### config.mk
export PLATFORM = sky130hd
export DESIGN_NAME = seg_scan_reader
export DESIGN_NICKNAME = d
export VERILOG_FILES = /design/src/rtl/seg_pkg.sv /design/src/rtl/seg_to_hex_encoder.sv /design/src/rtl/seg_scan_reader.sv
export SDC_FILE = /design/constraint.sdc
export NUM_CORES = 1
export LEC_CHECK = 0
export ABC_AREA = 1
export CAP_MARGIN = 20
export CELL_PAD_IN_SITES_DETAIL_PLACEMENT = 1
export CELL_PAD_IN_SITES_GLOBAL_PLACEMENT = 2
export CORE_MARGIN = 5
export CORE_UTILIZATION = 29
export CTS_CLUSTER_SIZE = 10
export DETAILED_ROUTE_END_ITERATION = 16
export PLACE_DENSITY_LB_ADDON = 0.05
export SLEW_MARGIN = 20
export SYNTH_ARGS = -nofsm -noshare
export SYNTH_HDL_FRONTEND = slang
export SYNTH_HIERARCHICAL = 1
export SYNTH_SLANG_ARGS = --single-unit
export TNS_END_PERCENT = 5
### constraint.sdc
create_clock -name clk -period 1.89 [get_ports clk]
set_clock_uncertainty 0.1 [all_clocks]
set_input_delay 0.2835 -clock clk [delete_from_list [all_inputs] [get_ports clk]]
set_output_delay 0.2835 -clock clk [all_outputs]
set_load 0.01 [all_outputs]
### src/rtl/seg_pkg.sv
// Shared constants for the 7-segment scan reader: bus width, hex glyph patterns, FSM states.
// Bit order of a pattern is {a,b,c,d,e,f,g}.
package seg_pkg;

    localparam int SEG_W = 7;

    localparam logic [SEG_W-1:0] SEG_HEX_0 = 7'h7E;
    localparam logic [SEG_W-1:0] SEG_HEX_1 = 7'h30;
    localparam logic [SEG_W-1:0] SEG_HEX_2 = 7'h6D;
    localparam logic [SEG_W-1:0] SEG_HEX_3 = 7'h79;
    localparam logic [SEG_W-1:0] SEG_HEX_4 = 7'h33;
    localparam logic [SEG_W-1:0] SEG_HEX_5 = 7'h5B;
    localparam logic [SEG_W-1:0] SEG_HEX_6 = 7'h5F;
    localparam logic [SEG_W-1:0] SEG_HEX_7 = 7'h72;
    localparam logic [SEG_W-1:0] SEG_HEX_8 = 7'h7F;
    localparam logic [SEG_W-1:0] SEG_HEX_9 = 7'h7B;
    localparam logic [SEG_W-1:0] SEG_HEX_A = 7'h77;
    localparam logic [SEG_W-1:0] SEG_HEX_B = 7'h1F;
    localparam logic [SEG_W-1:0] SEG_HEX_C = 7'h4E;
    localparam logic [SEG_W-1:0] SEG_HEX_D = 7'h3D;
    localparam logic [SEG_W-1:0] SEG_HEX_E = 7'h4F;
    localparam logic [SEG_W-1:0] SEG_HEX_F = 7'h47;

    typedef enum logic [1:0] {
        IDLE,
        SETTLE,
        HELD
    } scan_state_t;

endpackage

### src/rtl/seg_to_hex_encoder.sv
// Inverse of the board's hex-to-segment decode: pattern -> {legal, nibble}.
// Any pattern outside the sixteen glyphs is illegal and yields nibble 0.
module seg_to_hex_encoder
    import seg_pkg::*;
(
    input  logic [SEG_W-1:0] seg,
    output logic             legal,
    output logic [3:0]       nibble
);

    always_comb begin
        legal  = 1'b1;
        nibble = 4'h0;
        case (seg)
            SEG_HEX_0: nibble = 4'h0;
            SEG_HEX_1: nibble = 4'h1;
            SEG_HEX_2: nibble = 4'h2;
            SEG_HEX_3: nibble = 4'h3;
            SEG_HEX_4: nibble = 4'h4;
            SEG_HEX_5: nibble = 4'h5;
            SEG_HEX_6: nibble = 4'h6;
            SEG_HEX_7: nibble = 4'h7;
            SEG_HEX_8: nibble = 4'h8;
            SEG_HEX_9: nibble = 4'h9;
            SEG_HEX_A: nibble = 4'hA;
            SEG_HEX_B: nibble = 4'hB;
            SEG_HEX_C: nibble = 4'hC;
            SEG_HEX_D: nibble = 4'hD;
            SEG_HEX_E: nibble = 4'hE;
            SEG_HEX_F: nibble = 4'hF;
            default:   legal  = 1'b0;
        endcase
    end

endmodule

### src/rtl/seg_scan_reader.sv
// Reconstructs the hex word shown on a multiplexed 7-segment bus, one debounced capture per digit dwell.
// Define SEG_ACTIVE_LOW_EN for common-anode boards (segment and digit lines inverted at the input register).
//
// state  | meaning
// IDLE   | digit enables zero or multi-hot; nothing to debounce
// SETTLE | one-hot sample seen, counting identical samples
// HELD   | digit captured for this dwell; wait for the bus to change
module seg_scan_reader
    import seg_pkg::*;
#(
    parameter int NUM_DIGITS    = 4,
    parameter int STABLE_CYCLES = 3
) (
    input  logic                    clk,
    input  logic                    reset,
    input  logic [SEG_W-1:0]        seg_in,
    input  logic [NUM_DIGITS-1:0]   digit_en,
    output logic [4*NUM_DIGITS-1:0] value_out,
    output logic                    frame_valid,
    output logic                    frame_error,
    output logic                    err_sticky
);

    localparam logic [7:0] S_CNT = 8'(STABLE_CYCLES);

    logic [SEG_W-1:0]        p_seg, prev_seg;
    logic [NUM_DIGITS-1:0]   p_en, prev_en;
    scan_state_t             state;
    logic [7:0]              cnt;
    logic [NUM_DIGITS-1:0]   mask, err;
    logic [4*NUM_DIGITS-1:0] shadow;

    logic                    legal;
    logic [3:0]              nibble;
    logic                    onehot, same_p, new_dwell, do_capture;
    logic [7:0]              cnt_inc;
    logic [NUM_DIGITS-1:0]   cap_mask, cap_err;
    logic [4*NUM_DIGITS-1:0] cap_shadow;

    always_ff @(posedge clk) begin
        if (reset) begin
            p_seg <= '0;
            p_en  <= '0;
        end else begin
`ifdef SEG_ACTIVE_LOW_EN
            p_seg <= ~seg_in;
            p_en  <= ~digit_en;
`else
            p_seg <= seg_in;
            p_en  <= digit_en;
`endif
        end
    end

    seg_to_hex_encoder u_encoder (
        .seg    (p_seg),
        .legal  (legal),
        .nibble (nibble)
    );

    always_comb begin
        onehot    = (p_en != '0) && ((p_en & (p_en - NUM_DIGITS'(1))) == '0);
        same_p    = (p_seg == prev_seg) && (p_en == prev_en);
        new_dwell = (state == IDLE) || !same_p;
        cnt_inc   = cnt + 8'd1;
        // A fresh dwell counts as the first stable sample, so S=1 captures immediately.
        do_capture = onehot &&
                     ((new_dwell && S_CNT == 8'd1) ||
                      (!new_dwell && state == SETTLE && cnt_inc == S_CNT));
    end

    always_comb begin
        cap_shadow = shadow;
        cap_err    = err;
        for (int i = 0; i < NUM_DIGITS; i++) begin
            if (p_en[i]) begin
                cap_shadow[4*i +: 4] = nibble;
                cap_err[i]           = !legal;
            end
        end
        cap_mask = mask | p_en;
    end

    always_ff @(posedge clk) begin
        if (reset) begin
            prev_seg    <= '0;
            prev_en     <= '0;
            state       <= IDLE;
            cnt         <= '0;
            mask        <= '0;
            err         <= '0;
            shadow      <= '0;
            value_out   <= '0;
            frame_valid <= 1'b0;
            frame_error <= 1'b0;
            err_sticky  <= 1'b0;
        end else begin
            prev_seg    <= p_seg;
            prev_en     <= p_en;
            frame_valid <= 1'b0;

            if (!onehot) begin
                state <= IDLE;
                cnt   <= '0;
            end else if (new_dwell) begin
                cnt   <= 8'd1;
                state <= (S_CNT == 8'd1) ? HELD : SETTLE;
            end else if (state == SETTLE) begin
                cnt <= cnt_inc;
                if (cnt_inc == S_CNT) state <= HELD;
            end

            if (do_capture) begin
                shadow <= cap_shadow;
                if (!legal) err_sticky <= 1'b1;
                if (&cap_mask) begin
                    value_out   <= cap_shadow;
                    frame_error <= |cap_err;
                    frame_valid <= 1'b1;
                    mask        <= '0;
                    err         <= '0;
                end else begin
                    mask <= cap_mask;
                    err  <= cap_err;
                end
            end
        end
    end

endmodule

## Yosys cells after proc, flatten, opt, wreduce, memory -nomap -nowiden

Index checks and enable logic that the tools add are counted.

| storage, ports and cells | value |
|---|---|
| register bits | 75 |
| bits in latches | 0 |
| memory bits (writable) | 0 |
| ROM bits | 0 |
| bits of input ports | 13 |
| output and inout port bits | 19 |
| word-level logic and storage cells | 84 |
| memories | 0 |

| operators by class | value |
|---|---|
| add/sub/neg operators | 2 |
| $mul | 0 |
| div/mod/pow operators | 0 |
| $lt $le $gt $ge | 0 |
| equality and inequality tests | 20 |
| shifts and indexed selects | 0 |
| mux-type cells | 18 |
| bitwise logic cells | 5 |
| reduce and logical (&&, ||, !) cells | 24 |

Operators with widths:

| kind | count |
|---|---|
| equality test 7 bit, second input constant | 12 |
| one-hot mux 4 bit (15 select lines) | 1 |
| 2-to-1 mux 4 bit | 6 |
| equality test 7 x 6 -> 1 bit, second input constant | 3 |
| OR reduction 16 bit | 1 |
| 2-to-1 mux 1 bit | 11 |
| adder 8 x 1 -> 8 bit, second input constant | 1 |
| equality test 8 x 2 -> 1 bit, second input constant | 1 |
| equality test 7 x 5 -> 1 bit, second input constant | 1 |
| equality test 7 bit | 1 |
| AND reduction 2 bit | 3 |
| logical AND 1 bit | 5 |
| AND reduction 5 bit | 1 |
| AND 4 bit | 1 |
| equality test 4 bit | 1 |
| logical NOT 4 bit | 1 |
| bitwise OR 4 bit | 1 |
| AND reduction 4 bit | 1 |
| nonzero test 2 bit | 2 |
| nonzero test 4 bit | 1 |
| OR reduction 2 bit | 2 |
| OR reduction 4 bit | 1 |
| subtractor 4 x 1 -> 4 bit, second input constant | 1 |
| logical NOT 1 bit | 3 |
| 5 further kinds | 7 |

## Logic depth before layout (Yosys ltp)

| depth | value |
|---|---|
| depth in word-level cells | 10 |
| depth in mapped cells | 14 |
| gate-level depth less buffers | 14 |

## Modules after synthesis

Netlist, hierarchy kept.

By module, submodules not included:

| module | times used | cells each | area each (sq um) | seq. area each (sq um) |
|---|---|---|---|---|
| seg_scan_reader | 1 | 529 | 3643.5 | 1501.4 |
| seg_to_hex_encoder | 1 | 91 | 405.4 | 0.0 |

## Worst setup path before layout

Ideal clock, no wire load.

| timing path | value |
|---|---|
| path type | reg2reg |
| from | register cnt[1] |
| to | register value_out[6] |
| setup time | 0.114 ns |
| data arrival time | 1.683 ns |
| data required time | 1.676 ns |
| setup slack | -0.007 ns |
| cell stages (with the launch flop) | 12 |
| path buffers | 1 |
| period minus slack after synthesis | 1.897 ns |
| cell sequence | dfxtp_1 > ha_1 > nand3_2 > nand2_1 > nand2_1 > nor2_1 > nand3_2 > nor2_4 > nand3_4 > buf_6 > nand3_2 > nand2_1 |

| between the ends | value |
|---|---|
| cells in the longest elaborated chain, start to end | 5 |

Ends and longest elaborated chain:

| item | RTL line | RTL |
|---|---|---|
| start, declared | seg_scan_reader.sv:29 | `logic [7:0] cnt;` |
| start signal, assigned | seg_scan_reader.sv:109 | `cnt <= cnt_inc;` |
| adder 8 x 1 -> 8 bit | seg_scan_reader.sv:65 | `cnt_inc = cnt + 8'd1;` |
| equality test 8 x 2 -> 1 bit | seg_scan_reader.sv:69 | `(!new_dwell && state == SETTLE && cnt_inc == S_CNT));` |
| logical AND 1 bit | seg_scan_reader.sv:69 |  |
| logical AND 1 bit | seg_scan_reader.sv:67 | `do_capture = onehot &&` |
| AND reduction 5 bit (no line) | n/a |  |
| end signal, assigned | seg_scan_reader.sv:117 | `value_out <= cap_shadow;` |
| end, declared | seg_scan_reader.sv:18 | `output logic [4*NUM_DIGITS-1:0] value_out,` |

No other way between the ends.
A chain may end at the register's enable or synchronous reset.

## Worst setup path in the final report

| timing path | value |
|---|---|
| from | register cnt[1] |
| to | register shadow[4] |

| between the ends | value |
|---|---|
| cells in the longest elaborated chain, start to end | 4 |

Ends and longest elaborated chain:

| item | RTL line | RTL |
|---|---|---|
| adder 8 x 1 -> 8 bit | seg_scan_reader.sv:65 |  |
| equality test 8 x 2 -> 1 bit | seg_scan_reader.sv:69 |  |
| logical AND 1 bit | seg_scan_reader.sv:69 |  |
| logical AND 1 bit | seg_scan_reader.sv:67 |  |
| end signal, assigned | seg_scan_reader.sv:114 | `shadow <= cap_shadow;` |
| end, declared | seg_scan_reader.sv:31 | `logic [4*NUM_DIGITS-1:0] shadow;` |

No other way between the ends.

==> flow_summary.yaml <==
placement:
  dp_hpwl_mm: 8.78
  gp_congestion: 0.793
  place_area_sq_um: 4840
  port_buffers: 31
  dpl.cell_count: 855
clock_tree:
  cts_made_buffers: 9
  cts_tree: "yes"
  ctsRootBufferMaster: "clkbuf_16"
  clk_pin_slew_ps: 60
  clock_sink_count: 75
  hold_buffers: 0
  clockBufferDepth: 2
  htree_levels: 3
  insertion_delay_ps: 340
global_routing:
  busiest_layer: "met2"
  antenna_found_initial: 0
  track_usage_pct: 15.8
  grt_max_degree: 51
  grt_use_met1_pct: 19.6
  grt_remaining_overflow: 0
  grt_pass1_wl_mm: 20.5
  use_met3_pct: 3.50
  grt.met2_usage_pct: 27.0
  grt_pass1_vias: 4249
die:
  fp.dieH_um: 128
  num_rows: 43
  die_width_um: 128
  die_area_sq_um: 16400
  start_util_pct: 29.4
  core_area_sq_um: 13800
  ios: 32
layout:
  diodes: 0
  area_growth_pct: 37.5
  final_area_sq_um: 5570
  drive_gt1_share_pct: 27.1
  final_util_pct: 40.4
  nets: 718
  fillers: 1779
  instances_no_fill: 886
synth:
  netlist_top_cells_count: "nand2_1 (170), nor2_1 (113), inv_1 (79), dfxtp_1 (75), o21ai_0 (28)"
  synthTopCellsByArea: "dfxtp_1 (37%), nand2_1 (16%), nor2_1 (10%)"
  synth_nets: 635
  syn_inst: 620
  synth_edf_count: 0
  yosysTopAreaCell: "dfxtp_1"
  synth.most_common_cell: "nand2_1"
  async_flop_share_pct: 0
  ys_warn_count: 6
  syn_area_sq_um: 4050
  synth_top_area_share_pct: 37.1
  ys_types: 37
  synth-seq-area-share_pct: 37.1
  synth_flop_cell: "dfxtp_1"
  ys_ff_latch: 75
  syn_area_per_cell_sq_um: 6.53
setup_path:
  cp-start-kind: "flip-flop"
  slowest_delay_ps: 370
  cpLargestDelayFamily: "simple AND/OR/NAND/NOR gates"
  path_cells: "ha_4 > nand3_4 > o21ai_2 > nand2_2 > nor2_4 > nand3_4 > nor2_8 > buf_6 > buf_6 > buf_12 > nand2_1 > nand2_1 > nor2_1"
  path_class: "flip-flop to flip-flop"
  endpoint_kind: "flip-flop"
  critical_path_arrival_ps: 2040
  cp_slowest_cell: "dfxtp_4"
  crit_fanout: 7
  crit_buf_inv: 3
  cp.required_ps: 2030
drt:
  drt-pass1-iter-count: 4
  wl_mm: 12.2
  postRouteAntennaNets: 0
  vias_per_cell: 4.49
  vias: 3981
  drtIter0Drc: 117
  avgRoutedWirePerCell_um: 13.8
  drc: 0
timing:
  maxSlewViolCount: 0
  setup_ws_ps: -17.0
  timing_hold_violations_final: 0
  worst_pin_slew_ps: 379
  rsz0062_at_grt: "yes"
  slew_headroom_pct: 74.5
  setup_viol: 15
  tns_ps: -137
  period_needed_ps: 1910
  max_freq_mhz: 524
  period_share_pct: 101
min_path:
  hold_class: "primary input to flip-flop"
power_and_ir_drop:
  p_leak_nw: 2.51
  vdd_drop_max_mv: 0.378
  total_power_mw: 3.78
  p_per_area_nw_per_um2: 679
outcome:
  violations: "negative setup slack"
  status: "complete, but fails checks"
job:
  cap_violations: 0
-- metrics by stage --
stage | hold slack [ps] | setup slack (ps)
global placement | 352 | -206
finish | 353 | -17.0
CTS | 336 | -55.3
floorplan | 290 | 44.6
global route | 353 | -167
detailed placement | 359 | -188
-- layout make-up --
cell class / count / area [sq um] / share of cell area (%)
multi-input combinational: 424 / 2180 / 39.1
sequential: 75 / 1540 / 27.6
timing repair buffer: 95 / 955 / 17.1
inverter: 98 / 373 / 6.70
clock buffer: 12 / 267 / 4.79
tap: 180 / 225 / 4.04
clock inverter: 2 / 35.0 / 0.629
-- cell families after synthesis --
| kind of cell | Yosys count | share of synthesized area (%) |
|---|---|---|
| compound gates | 44 | 6.00 |
| xor+xnor | 7 | 1.51 |
| fa+ha+maj | 2 | 0.618 |
| buf+inv | 121 | 12.7 |
| flops | 75 | 37.1 |
| simple gates | 371 | 42.1 |
-- tightest hold or removal path: stages --
cell             delay (ps)
clkdlybuf4s50_1         390
inv_1                    50
nor2_1                   30
-- per-layer routing --
| layer | wire (um) | up-vias |
|---|---|---|
| met5 | 0 | - |
| met4 | 174 | 0 |
| met1 | 5830 | 1888 |
| met3 | 206 | 12 |
| met2 | 6020 | 16 |
| li1 | - | 2065 |
-- where the power goes --
| part | total (mW) | internal [mW] | switching [mW] |
|---|---|---|---|
| logic | 0.343 | 0.140 | 0.203 |
| registers | 1.64 | 1.60 | 0.0363 |
| clock network | 1.80 | 1.11 | 0.684 |
-- timing repair --
item | in CTS | in global routing
gates resized for setup | 48 | 39
buffers inserted | 11 | 4
pin swaps | 12 | 11
setup endpoints to repair | 43 | 45
cloned | 3 | 0
-- final timing paths --
path | from | endpoint | slack [ps] | cells past startpoint
min | seg_in[5] | p_seg[5] | 350 | 3
min reg2reg | value_out[12] | value_out[12] | 360 | 2
max reg2reg | cnt[1] | shadow[4] | -20 | 13
max | cnt[1] | shadow[4] | -20 | 13
-- cells in the final DEF, fill, tap and decap left out, types with 3 or more instances in the layout --
cell type        synthesis  layout
nor2_1                 113     102
o21ai_1                  4       6
buf_16                   0       3
nand2_2                 11      23
dfxtp_2                  0       6
clkdlybuf4s50_1          0      31
dfxtp_4                  0       8
inv_1                   79      72
nand3_2                 17      18
dfxtp_1                 75      61
buf_4                    2      45
a21oi_1                  6       6
nand2_1                170     158
nor2_2                   4      12
nor2_4                   4       7
buf_12                   0       5
xnor2_1                  6       6
buf_6                    7      11
nand3_4                  1       3
clkbuf_8                 0       3
inv_2                   17      22
nand4_1                 22      22
clkbuf_16                0       9
nor3_2                   1       3
nand3_1                 19      16
o21ai_0                 28      24
-- flip-flops by register name (all words and copies together) (netlist names) --
| register | cells |
|---|---|
| frame_error | 1 |
| p_seg | 7 |
| value_out | 16 |
| prev_en | 4 |
| shadow | 16 |
| mask | 4 |
| p_en | 4 |
| err | 4 |
| cnt | 8 |
| err_sticky | 1 |
| prev_seg | 7 |
| state | 2 |
| frame_valid | 1 |
Note: power is estimated with default switching activity, not from simulation.
